--- config.mk ---
export PLATFORM = sky130hd
export DESIGN_NAME = bcd_count_ctrl
export DESIGN_NICKNAME = d
export VERILOG_FILES = /design/src/rtl/bcd_count_ctrl_pkg.sv /design/src/rtl/bcd_count_ctrl_key_filter.sv /design/src/rtl/bcd_count_ctrl.sv
export SDC_FILE = /design/constraint.sdc
export NUM_CORES = 1
export LEC_CHECK = 0
export BUFFER_PORTS_ARGS = -buffer_cell sky130_fd_sc_hd__buf_2
export CAP_MARGIN = 0
export CORE_MARGIN = 8
export CORE_UTILIZATION = 40
export CTS_CLUSTER_DIAMETER = 50
export DETAILED_ROUTE_END_ITERATION = 8
export GPL_TIMING_DRIVEN = 0
export PLACE_DENSITY = 0.59
export SYNTH_ARGS = -nofsm -noshare
export SYNTH_HDL_FRONTEND = slang
export SYNTH_SLANG_ARGS = --single-unit
--- constraint.sdc ---
create_clock -name clk -period 6.6 [get_ports clk]
set_input_delay 0.33 -clock clk [delete_from_list [all_inputs] [get_ports clk]]
set_output_delay 0.33 -clock clk [all_outputs]
set_load 0.1 [all_outputs]
--- src/rtl/bcd_count_ctrl_pkg.sv ---
// Shared BCD constants, step encoding and the single-digit step helper
// used by the BCD counter controller.
package bcd_count_ctrl_pkg;

  // Width and limits of one packed BCD digit.
  localparam int         BCD_W   = 4;
  localparam logic [3:0] BCD_MAX = 4'd9;
  localparam logic [3:0] BCD_MIN = 4'd0;

  // Step to apply to the counter in a given cycle.
  typedef enum logic [1:0] {
    STEP_NONE = 2'd0,
    STEP_ADD  = 2'd1,
    STEP_SUB  = 2'd2
  } step_e;

  // Result of stepping one digit: new digit value plus carry/borrow out.
  typedef struct packed {
    logic [3:0] digit;
    logic       carry;
  } digit_step_t;

  // Step one BCD digit up or down when cin is set.
  // Up:   9 -> 0 with carry out, otherwise +1.
  // Down: 0 -> 9 with borrow out, otherwise -1.
  // Anything above 9 is treated as 9 on the way up so that an illegal
  // value can never propagate into 10..15.
  function automatic digit_step_t bcd_digit_step(
    input logic [3:0] digit,
    input logic       up,
    input logic       cin
  );
    digit_step_t res;
    res.digit = digit;
    res.carry = 1'b0;
    if (cin) begin
      if (up) begin
        if (digit >= BCD_MAX) begin
          res.digit = BCD_MIN;
          res.carry = 1'b1;
        end else begin
          res.digit = digit + 4'd1;
        end
      end else begin
        if (digit == BCD_MIN) begin
          res.digit = BCD_MAX;
          res.carry = 1'b1;
        end else if (digit > BCD_MAX) begin
          res.digit = BCD_MAX - 4'd1;
        end else begin
          res.digit = digit - 4'd1;
        end
      end
    end
    return res;
  endfunction

  // Turn the two key pulses and the enable into a single step decision.
  // Simultaneous add and sub cancel each other; en=0 drops the step.
  function automatic step_e decode_step(
    input logic add,
    input logic sub,
    input logic en
  );
    step_e op;
    op = STEP_NONE;
    if (en) begin
      if (add && !sub) begin
        op = STEP_ADD;
      end else if (sub && !add) begin
        op = STEP_SUB;
      end
    end
    return op;
  endfunction

endpackage

--- src/rtl/bcd_count_ctrl_key_filter.sv ---
// Key conditioner: two-flop synchroniser, stability-counter debounce and
// a one-cycle pulse on each accepted press (filtered 0->1 transition).
module key_filter
  import bcd_count_ctrl_pkg::*;
#(
  parameter int DEB_CYCLES = 500000
) (
  input  logic clk,
  input  logic rst_n,
  input  logic key_raw,
  output logic pulse
);

  localparam int CNTW = (DEB_CYCLES > 1) ? $clog2(DEB_CYCLES) : 1;
  localparam logic [CNTW-1:0] CNT_LAST = CNTW'(DEB_CYCLES - 1);

  logic            sync1_q;
  logic            sync2_q;
  logic [CNTW-1:0] stable_cnt_q;
  logic [CNTW-1:0] stable_cnt_d;
  logic            filt_q;
  logic            filt_d;
  logic            filt_dly_q;
  logic            pulse_q;
  logic            pulse_d;

  // Debounce: count consecutive synchronised samples that differ from the
  // accepted level. Any sample equal to the accepted level means the input
  // moved back, so the count restarts; the level is taken over on the
  // DEB_CYCLES-th differing sample in a row.
  always_comb begin
    stable_cnt_d = '0;
    filt_d       = filt_q;
    if (sync2_q != filt_q) begin
      if (stable_cnt_q == CNT_LAST) begin
        filt_d       = sync2_q;
        stable_cnt_d = '0;
      end else begin
        stable_cnt_d = stable_cnt_q + CNTW'(1);
      end
    end
  end

  // Press pulse from the registered filtered level, one cycle wide.
  always_comb begin
    pulse_d = filt_q & ~filt_dly_q;
  end

  // Synchroniser, debounce state and pulse register.
  always_ff @(posedge clk or negedge rst_n) begin
    if (!rst_n) begin
      sync1_q      <= 1'b0;
      sync2_q      <= 1'b0;
      stable_cnt_q <= '0;
      filt_q       <= 1'b0;
      filt_dly_q   <= 1'b0;
      pulse_q      <= 1'b0;
    end else begin
      sync1_q      <= key_raw;
      sync2_q      <= sync1_q;
      stable_cnt_q <= stable_cnt_d;
      filt_q       <= filt_d;
      filt_dly_q   <= filt_q;
      pulse_q      <= pulse_d;
    end
  end

  assign pulse = pulse_q;

endmodule

--- src/rtl/bcd_count_ctrl.sv ---
// NDIG-digit BCD up/down counter driven by two debounced push keys, with
// a time-multiplexed digit scan output for a shared 7-segment decoder.
module bcd_count_ctrl
  import bcd_count_ctrl_pkg::*;
#(
  parameter  int NDIG       = 4,
  parameter  int DEB_CYCLES = 500000,
  parameter  int SCAN_DIV   = 50000,
  localparam int SELW       = (NDIG > 1) ? $clog2(NDIG) : 1
) (
  input  logic                  clk,
  input  logic                  rst_n,
  input  logic                  key_add,
  input  logic                  key_sub,
  input  logic                  en,
  output logic [4*NDIG-1:0]     count,
  output logic                  wrap,
  output logic                  add_pulse,
  output logic                  sub_pulse,
  output logic [SELW-1:0]       scan_sel,
  output logic [3:0]            scan_digit,
  output logic [NDIG-1:0]       scan_an
);

  localparam int               DIVW     = (SCAN_DIV > 1) ? $clog2(SCAN_DIV) : 1;
  localparam logic [DIVW-1:0]  DIV_LAST = DIVW'(SCAN_DIV - 1);
  localparam logic [SELW-1:0]  SEL_LAST = SELW'(NDIG - 1);
  localparam logic [NDIG-1:0]  AN_RESET = ~(NDIG'(1));

  // ---------------------------------------------------------------------
  // Key conditioning
  // ---------------------------------------------------------------------
  logic add_pulse_w;
  logic sub_pulse_w;

  key_filter #(
    .DEB_CYCLES (DEB_CYCLES)
  ) u_add_filter (
    .clk     (clk),
    .rst_n   (rst_n),
    .key_raw (key_add),
    .pulse   (add_pulse_w)
  );

  key_filter #(
    .DEB_CYCLES (DEB_CYCLES)
  ) u_sub_filter (
    .clk     (clk),
    .rst_n   (rst_n),
    .key_raw (key_sub),
    .pulse   (sub_pulse_w)
  );

  // ---------------------------------------------------------------------
  // Counter state and carry/borrow chain
  // ---------------------------------------------------------------------
  logic [4*NDIG-1:0] count_q;
  logic [4*NDIG-1:0] count_d;
  logic              wrap_q;
  logic              wrap_d;
  step_e             step_op;
  logic [4*NDIG-1:0] count_step;
  logic [NDIG:0]     chain;
  digit_step_t       digit_res [NDIG];

  assign step_op  = decode_step(add_pulse_w, sub_pulse_w, en);
  assign chain[0] = (step_op != STEP_NONE);

  // Ripple chain: digit 0 always receives the step; each further digit
  // only moves when every lower digit rolled over. With no step the chain
  // input is 0 and every digit passes through unchanged.
  genvar gi;
  generate
    for (gi = 0; gi < NDIG; gi++) begin : g_digit
      assign digit_res[gi] = bcd_digit_step(count_q[gi*4 +: 4],
                                            step_op == STEP_ADD,
                                            chain[gi]);
      assign chain[gi+1]             = digit_res[gi].carry;
      assign count_step[gi*4 +: 4]   = digit_res[gi].digit;
    end
  endgenerate

  // Next count and wrap flag: a carry out of the top digit means the whole
  // value rolled over (all-9 -> 0 or 0 -> all-9).
  always_comb begin
    count_d = count_step;
    wrap_d  = chain[NDIG];
  end

  // ---------------------------------------------------------------------
  // Digit scan
  // ---------------------------------------------------------------------
  logic [DIVW-1:0] div_q;
  logic [DIVW-1:0] div_d;
  logic [SELW-1:0] sel_q;
  logic [SELW-1:0] sel_d;
  logic [3:0]      scan_digit_q;
  logic [3:0]      scan_digit_d;
  logic [NDIG-1:0] scan_an_q;
  logic [NDIG-1:0] scan_an_d;

  // Free-running divider; the selected digit advances on terminal count.
  always_comb begin
    div_d = div_q + DIVW'(1);
    sel_d = sel_q;
    if (div_q == DIV_LAST) begin
      div_d = '0;
      if (sel_q == SEL_LAST) begin
        sel_d = '0;
      end else begin
        sel_d = sel_q + SELW'(1);
      end
    end
  end

  // Anode enables and digit value follow the next select so all three scan
  // outputs change on the same edge; the digit is refreshed every cycle.
  always_comb begin
    scan_an_d    = '1;
    scan_digit_d = '0;
    for (int i = 0; i < NDIG; i++) begin
      if (sel_d == SELW'(i)) begin
        scan_an_d[i] = 1'b0;
        scan_digit_d = count_q[i*4 +: 4];
      end
    end
  end

  // All controller state: counter, wrap flag and scan registers.
  always_ff @(posedge clk or negedge rst_n) begin
    if (!rst_n) begin
      count_q      <= '0;
      wrap_q       <= 1'b0;
      div_q        <= '0;
      sel_q        <= '0;
      scan_digit_q <= '0;
      scan_an_q    <= AN_RESET;
    end else begin
      count_q      <= count_d;
      wrap_q       <= wrap_d;
      div_q        <= div_d;
      sel_q        <= sel_d;
      scan_digit_q <= scan_digit_d;
      scan_an_q    <= scan_an_d;
    end
  end

  assign count      = count_q;
  assign wrap       = wrap_q;
  assign add_pulse  = add_pulse_w;
  assign sub_pulse  = sub_pulse_w;
  assign scan_sel   = sel_q;
  assign scan_digit = scan_digit_q;
  assign scan_an    = scan_an_q;

endmodule

Yosys cells after proc, flatten, opt, wreduce, memory -nomap -nowiden
Cells that the tools add are included.
- output and inout bits: 29
- word-level logic and storage cells: 113
- memory bits (read-only): 0
- latch bits: 0
- memories: 0
- bits in writable memories: 0
- register bits: 91
- order comparisons: 8
- multipliers: 0
- $add $sub $neg: 12
- reduce and logical (&&, ||, !) cells: 12
- bitwise gates (word level): 4
- shift-type cells: 0
- mux-type cells: 46
- equal/unequal tests: 10
- divide/modulo/power cells: 0
- operator list (kind ; count):
    19-bit two-way mux ; 4
    4-bit two-way mux ; 16
    19-bit by 1-bit adder with 19-bit output, second input constant ; 2
    19-bit == test, second input constant ; 2
    5-bit two-way mux ; 4
    16-bit by 1-bit adder with 16-bit output, second input constant ; 1
    4-bit by 1-bit adder with 4-bit output, second input constant ; 4
    16-bit == test, second input constant ; 1
    4-bit >= comparator, second input constant ; 4
    4-bit > comparator, second input constant ; 4
    4-bit zero test ; 4
    1-bit two-way mux ; 16
    16-bit two-way mux ; 1
    4-bit by 1-bit subtractor with 4-bit output, second input constant ; 4
    2-bit two-way mux ; 5
    2-bit == test, second input constant ; 3
    2-bit by 1-bit == test with 1-bit output, second input constant ; 2
    2-bit AND reduction ; 2
    2-bit by 1-bit adder with 2-bit output, second input constant ; 1
    1-bit AND ; 2
    1-bit logical AND ; 2
    1-bit zero test ; 2
    2-bit zero test ; 1
    1-bit inequality test ; 2
    2 further kinds ; 3

Depth between registers and ports, before layout
- depth in word-level cells: 11
- mapped depth: 8

Hierarchy
From an unflattened synthesis, not the netlist that was laid out.
- cells, all modules: 518
- area, all modules: 5047.3 µm²
- modules (own cells, without submodules) (module ; times used ; cells an instance ; area an instance (µm²)):
    bcd_count_ctrl ; 1 ; 302 ; 2775.2
    key_filter ; 2 ; 108 ; 1136.1

Least setup slack after synthesis
OpenSTA, ideal clock, no wires.
- path type: register to register
- from: register count_q[0] (netlist: count[0])
- to: register count_q[12] (netlist: count[12])
- cell stages (with the launch flop): 8
- period minus slack after synthesis: 2.819 ns
- arrival time: 2.694 ns
- path slack: 3.781 ns
- cell sequence: dfrtp_1 inv_1 ha_1 nor3b_1 or3_1 o21ai_0 nand3_1 mux2_2
- word-level cells in the longest chain between the ends: 6
- elaborated cells on any way between the ends: 8
- classes of those cells: 1 x order compare; 6 x mux; 1 x reduce/logical
- RTL lines (element ; RTL line ; RTL):
    start, declared ; bcd_count_ctrl.sv:57 ; logic [4*NDIG-1:0] count_q;
    start signal, assigned ; bcd_count_ctrl.sv:139 ; count_q <= count_d;
    4-bit >= comparator or 4-bit zero test (tied branches) ; bcd_count_ctrl_pkg.sv:38, bcd_count_ctrl_pkg.sv:45 ;
    1-bit two-way mux, on equally long branches ; bcd_count_ctrl_pkg.sv:38, bcd_count_ctrl_pkg.sv:45 ;
    5-bit two-way mux * ; bcd_count_ctrl_pkg.sv:37 ; if (up) begin
    1-bit two-way mux * (3 in series) ; bcd_count_ctrl_pkg.sv:36 ; if (cin) begin
Mark *: on every way between the ends. The rest lies on a longest branch, timed or not.
A chain may end at the register's enable or synchronous reset.

Worst setup path in the final report
- from: register count_q[0] (netlist: count[0])
- to: register count_q[14] (netlist: count[14])
The elaborated chain is that of the path after synthesis.

==> impl_metrics.yaml <==
cts:
  cts_buffers: 9
  cts_resized: 0
  cts_sinks: 91
  cts_tree: "built"
  insertion_delay_ns: 0.35
  cts_max_level: 3
  cts_buffer_depth: 2
  cts_setup_buffers: 0
  clk_pin_slew_ns: 0.07
  cts_hold_buffers: 1
  cts-root-buf: "clkbuf_16"
timing:
  fin_crit_ns: 2.57
  slew_headroom_pct: 47.1
  period_share_pct: 39.0
  setup_viol: 0
  hold_viol_final: 0
  max_freq_mhz: 389
  fin_skew_ns: 0.00818
  setup_tns_ns: 0
  drv_slew: 0
  worst_pin_slew_ns: 0.787
  postLayoutSetupSlackWorst_ns: 4.03
  rsz0062_at_grt: "no"
placed_design:
  place.port_buffers: 33
  gp_congestion: 0.833
  place_hpwl_mm: 7.00
  pre_cts_ws_ns: 4.07
worst_setup_path:
  criticalPathCategory: "register to register"
  crit_required_ns: 6.84
  path_cells: "inv_1 -> ha_1 -> nor3b_1 -> or3_1 -> o21ai_0 -> nand3_1 -> mux2_2"
  cpMaxStageDelayCell: "dfrtp_1"
  cp_max_fo: 9
  worst_setup_path_start_kind: "register"
  timing.rr.start: "count[0]"
  r2r_end: "count[14]"
  r2r_slack_ns: 4.03
  crit_arrival_ns: 2.81
  slowest_delay_ns: 0.54
  r2r_cells: 7
  cp-end-kind: "register"
detailed_routing:
  drtPass1Iterations: 4
  drtAntennaViolNets: 0
  drc: 0
  via_per_inst: 5.30
  route.detailed.wl_per_inst_um: 14.4
  drt_wl_total_mm: 10.1
  drt_iter0_drc: 241
  vias: 3706
finish:
  area_growth_pct: 14.0
  drive_above_1_share_pct: 13.6
  final_nets: 570
  num_antenna_cells: 0
  fill_cells: 1154
logic_synthesis:
  syn_area_mm2: 0.00483
  synthArstFlopShare_pct: 100
  syn_area_per_cell_um2: 9.65
  syn_nets: 524
  synth-seq-cells: 91
  synth-edff-count: 0
  synth-seq-area-share_pct: 47.2
  yosys_warnings: 0
  synth_cell_types: 62
  yosys_most_used_dff: "dfrtp_1"
  syn_inst: 501
hold_path:
  min_path_type: "primary input to register"
  hold_depth: 1
  hold_start: "key_add"
  holdPathEnd: "u_add_filter.sync1_q"
power_and_ir_drop:
  peakVddDrop_uv: 90.4
  power.leakage_nw: 2.38
  p_per_area_mw_per_mm2: 204
floorplanning:
  die_y_um: 126
  dieWidth_um: 126
  rows: 40
  ioPinCount: 34
  start_util_pct: 40.6
  core_area_mm2: 0.0119
  die_area_mm2: 0.0159
global_route:
  grt_overflow: 0
  grt_first_pass_wirelength_mm: 17.2
  antenna_found_initial: 0
  track_usage_pct: 13.1
  grt_pass1_vias: 3551
  grt_max_degree: 64
run_status:
  status: "finished, final reports clean"
job:
  drv_cap: 0
sequential cells by signal (all words and copies together), names as in the netlist, 2 cells and up:
name                       cells
div_q                         16
u_add_filter.stable_cnt_q     19
scan_an                        4
count                         16
scan_sel                       2
scan_digit                     4
u_sub_filter.stable_cnt_q     19
layer usage:
layer	track usage [%]	vias up	share of wire, %
met1	16.8	1784	49
met3	3.25	13	4.4
met4	6.09	0	1.7
met5	0	-	0
met2	20.3	77	45
li1	-	1832	-
power by group:
part	total [mW]	switching [mW]	internal (mW)	leakage, nW
sequential	0.569	0.00574	0.564	1.19
clock	0.504	0.235	0.269	0.132
combinational	0.0518	0.0391	0.0127	1.06
total	1.12	0.280	0.845	2.38
layout by cell type, fill, tap and decap left out, types with 3 or more instances in the layout:
cell type    n
a211oi_1     3
a21oi_1     16
a32oi_1      5
and2_1       4
and3_1       6
and4_1       4
buf_2       35
clkbuf_1    13
clkbuf_16    9
clkinvlp_4   3
dfrtp_1     88
dfstp_2      3
ha_1        18
inv_1       25
mux2_2       7
mux2i_1     10
nand2_1     45
nand2b_1     3
nand3_1     22
nand3b_1     3
nand4_1     15
nor2_1      65
nor2b_1      3
nor3_1      16
nor4_1       5
o21ai_0     19
o31ai_1      4
or3_1        3
xnor2_1     26
xor2_1      24
worst max-delay path by stage:
stage / endpoint / slack (ns) / depth (start not counted) / start
CTS: count[14] / 4.06 / 7 / count[0]
floorplan: count[12] / 3.78 / 7 / count[0]
global placement: count[14] / 4.08 / 7 / count[0]
finish: count[14] / 4.03 / 7 / count[0]
detailed placement: count[14] / 4.07 / 7 / count[0]
global route: count[14] / 3.86 / 7 / count[0]
area by class of cell:
type	count	area [um2]	share of cell area (%)
tap	147	184	3.34
multi-input combinational	365	2360	42.9
timing repair buffer	35	205	3.72
clock inverter	6	48.8	0.885
sequential	91	2280	41.4
clock buffer	10	239	4.34
buffer	19	91.3	1.66
inverter	26	97.6	1.77
worst max-delay path: cells and delay by family (launching register included):
| family | cells | cell delay (ns) |
|---|---|---|
| buf+inv | 1 | 0.11 |
| flops | 1 | 0.54 |
| simple gates | 3 | 0.86 |
| compound gates | 1 | 0.32 |
| mux | 1 | 0.36 |
| fa+ha+maj | 1 | 0.27 |
stage by stage:
step                      power, mW  hold slack, ns  cell area (um2)  util, %  cells
after CTS                      1.14          0.0795             5510     46.3    699
after global placement        0.629           0.339             5180     43.5    681
after global routing           1.17          0.0876             5510     46.3    699
after floorplan               0.610          0.0344             4830        -    501
final                          1.12          0.0865             5510     46.3    699
after detailed placement      0.632           0.292             5210     43.8    682
cell usage after synthesis (7+ instances only):
| library cell | count | area (um2) |
|---|---|---|
| nand3_1 | 22 | 110 |
| nand4_1 | 15 | 93.8 |
| inv_1 | 25 | 93.8 |
| mux2i_1 | 10 | 100 |
| o21ai_0 | 19 | 95.1 |
| dfrtp_1 | 88 | 2200 |
| nor3_1 | 16 | 80.1 |
| ha_1 | 18 | 225 |
| mux2_2 | 7 | 78.8 |
| xor2_1 | 24 | 210 |
| a21oi_1 | 16 | 80.1 |
| clkbuf_1 | 13 | 48.8 |
| nand2_1 | 45 | 169 |
| xnor2_1 | 26 | 228 |
| nor2_1 | 65 | 244 |
cell families (layout without fill, tap and decap cells):
| family | count (synthesis) | after routing | share of synthesized area [%] |
|---|---|---|---|
| AND/OR/NAND/NOR | 208 | 208 | 21.5 |
| AO/OA/AOI/OAI | 72 | 72 | 9.96 |
| adder cells (fa/ha/maj) | 18 | 18 | 4.66 |
| XOR/XNOR | 50 | 50 | 9.06 |
| multiplexers | 17 | 17 | 3.70 |
| flip-flops | 91 | 91 | 47.2 |
| buffers and inverters | 45 | 96 | 3.91 |
Note: power is estimated with default switching activity, not from simulation.
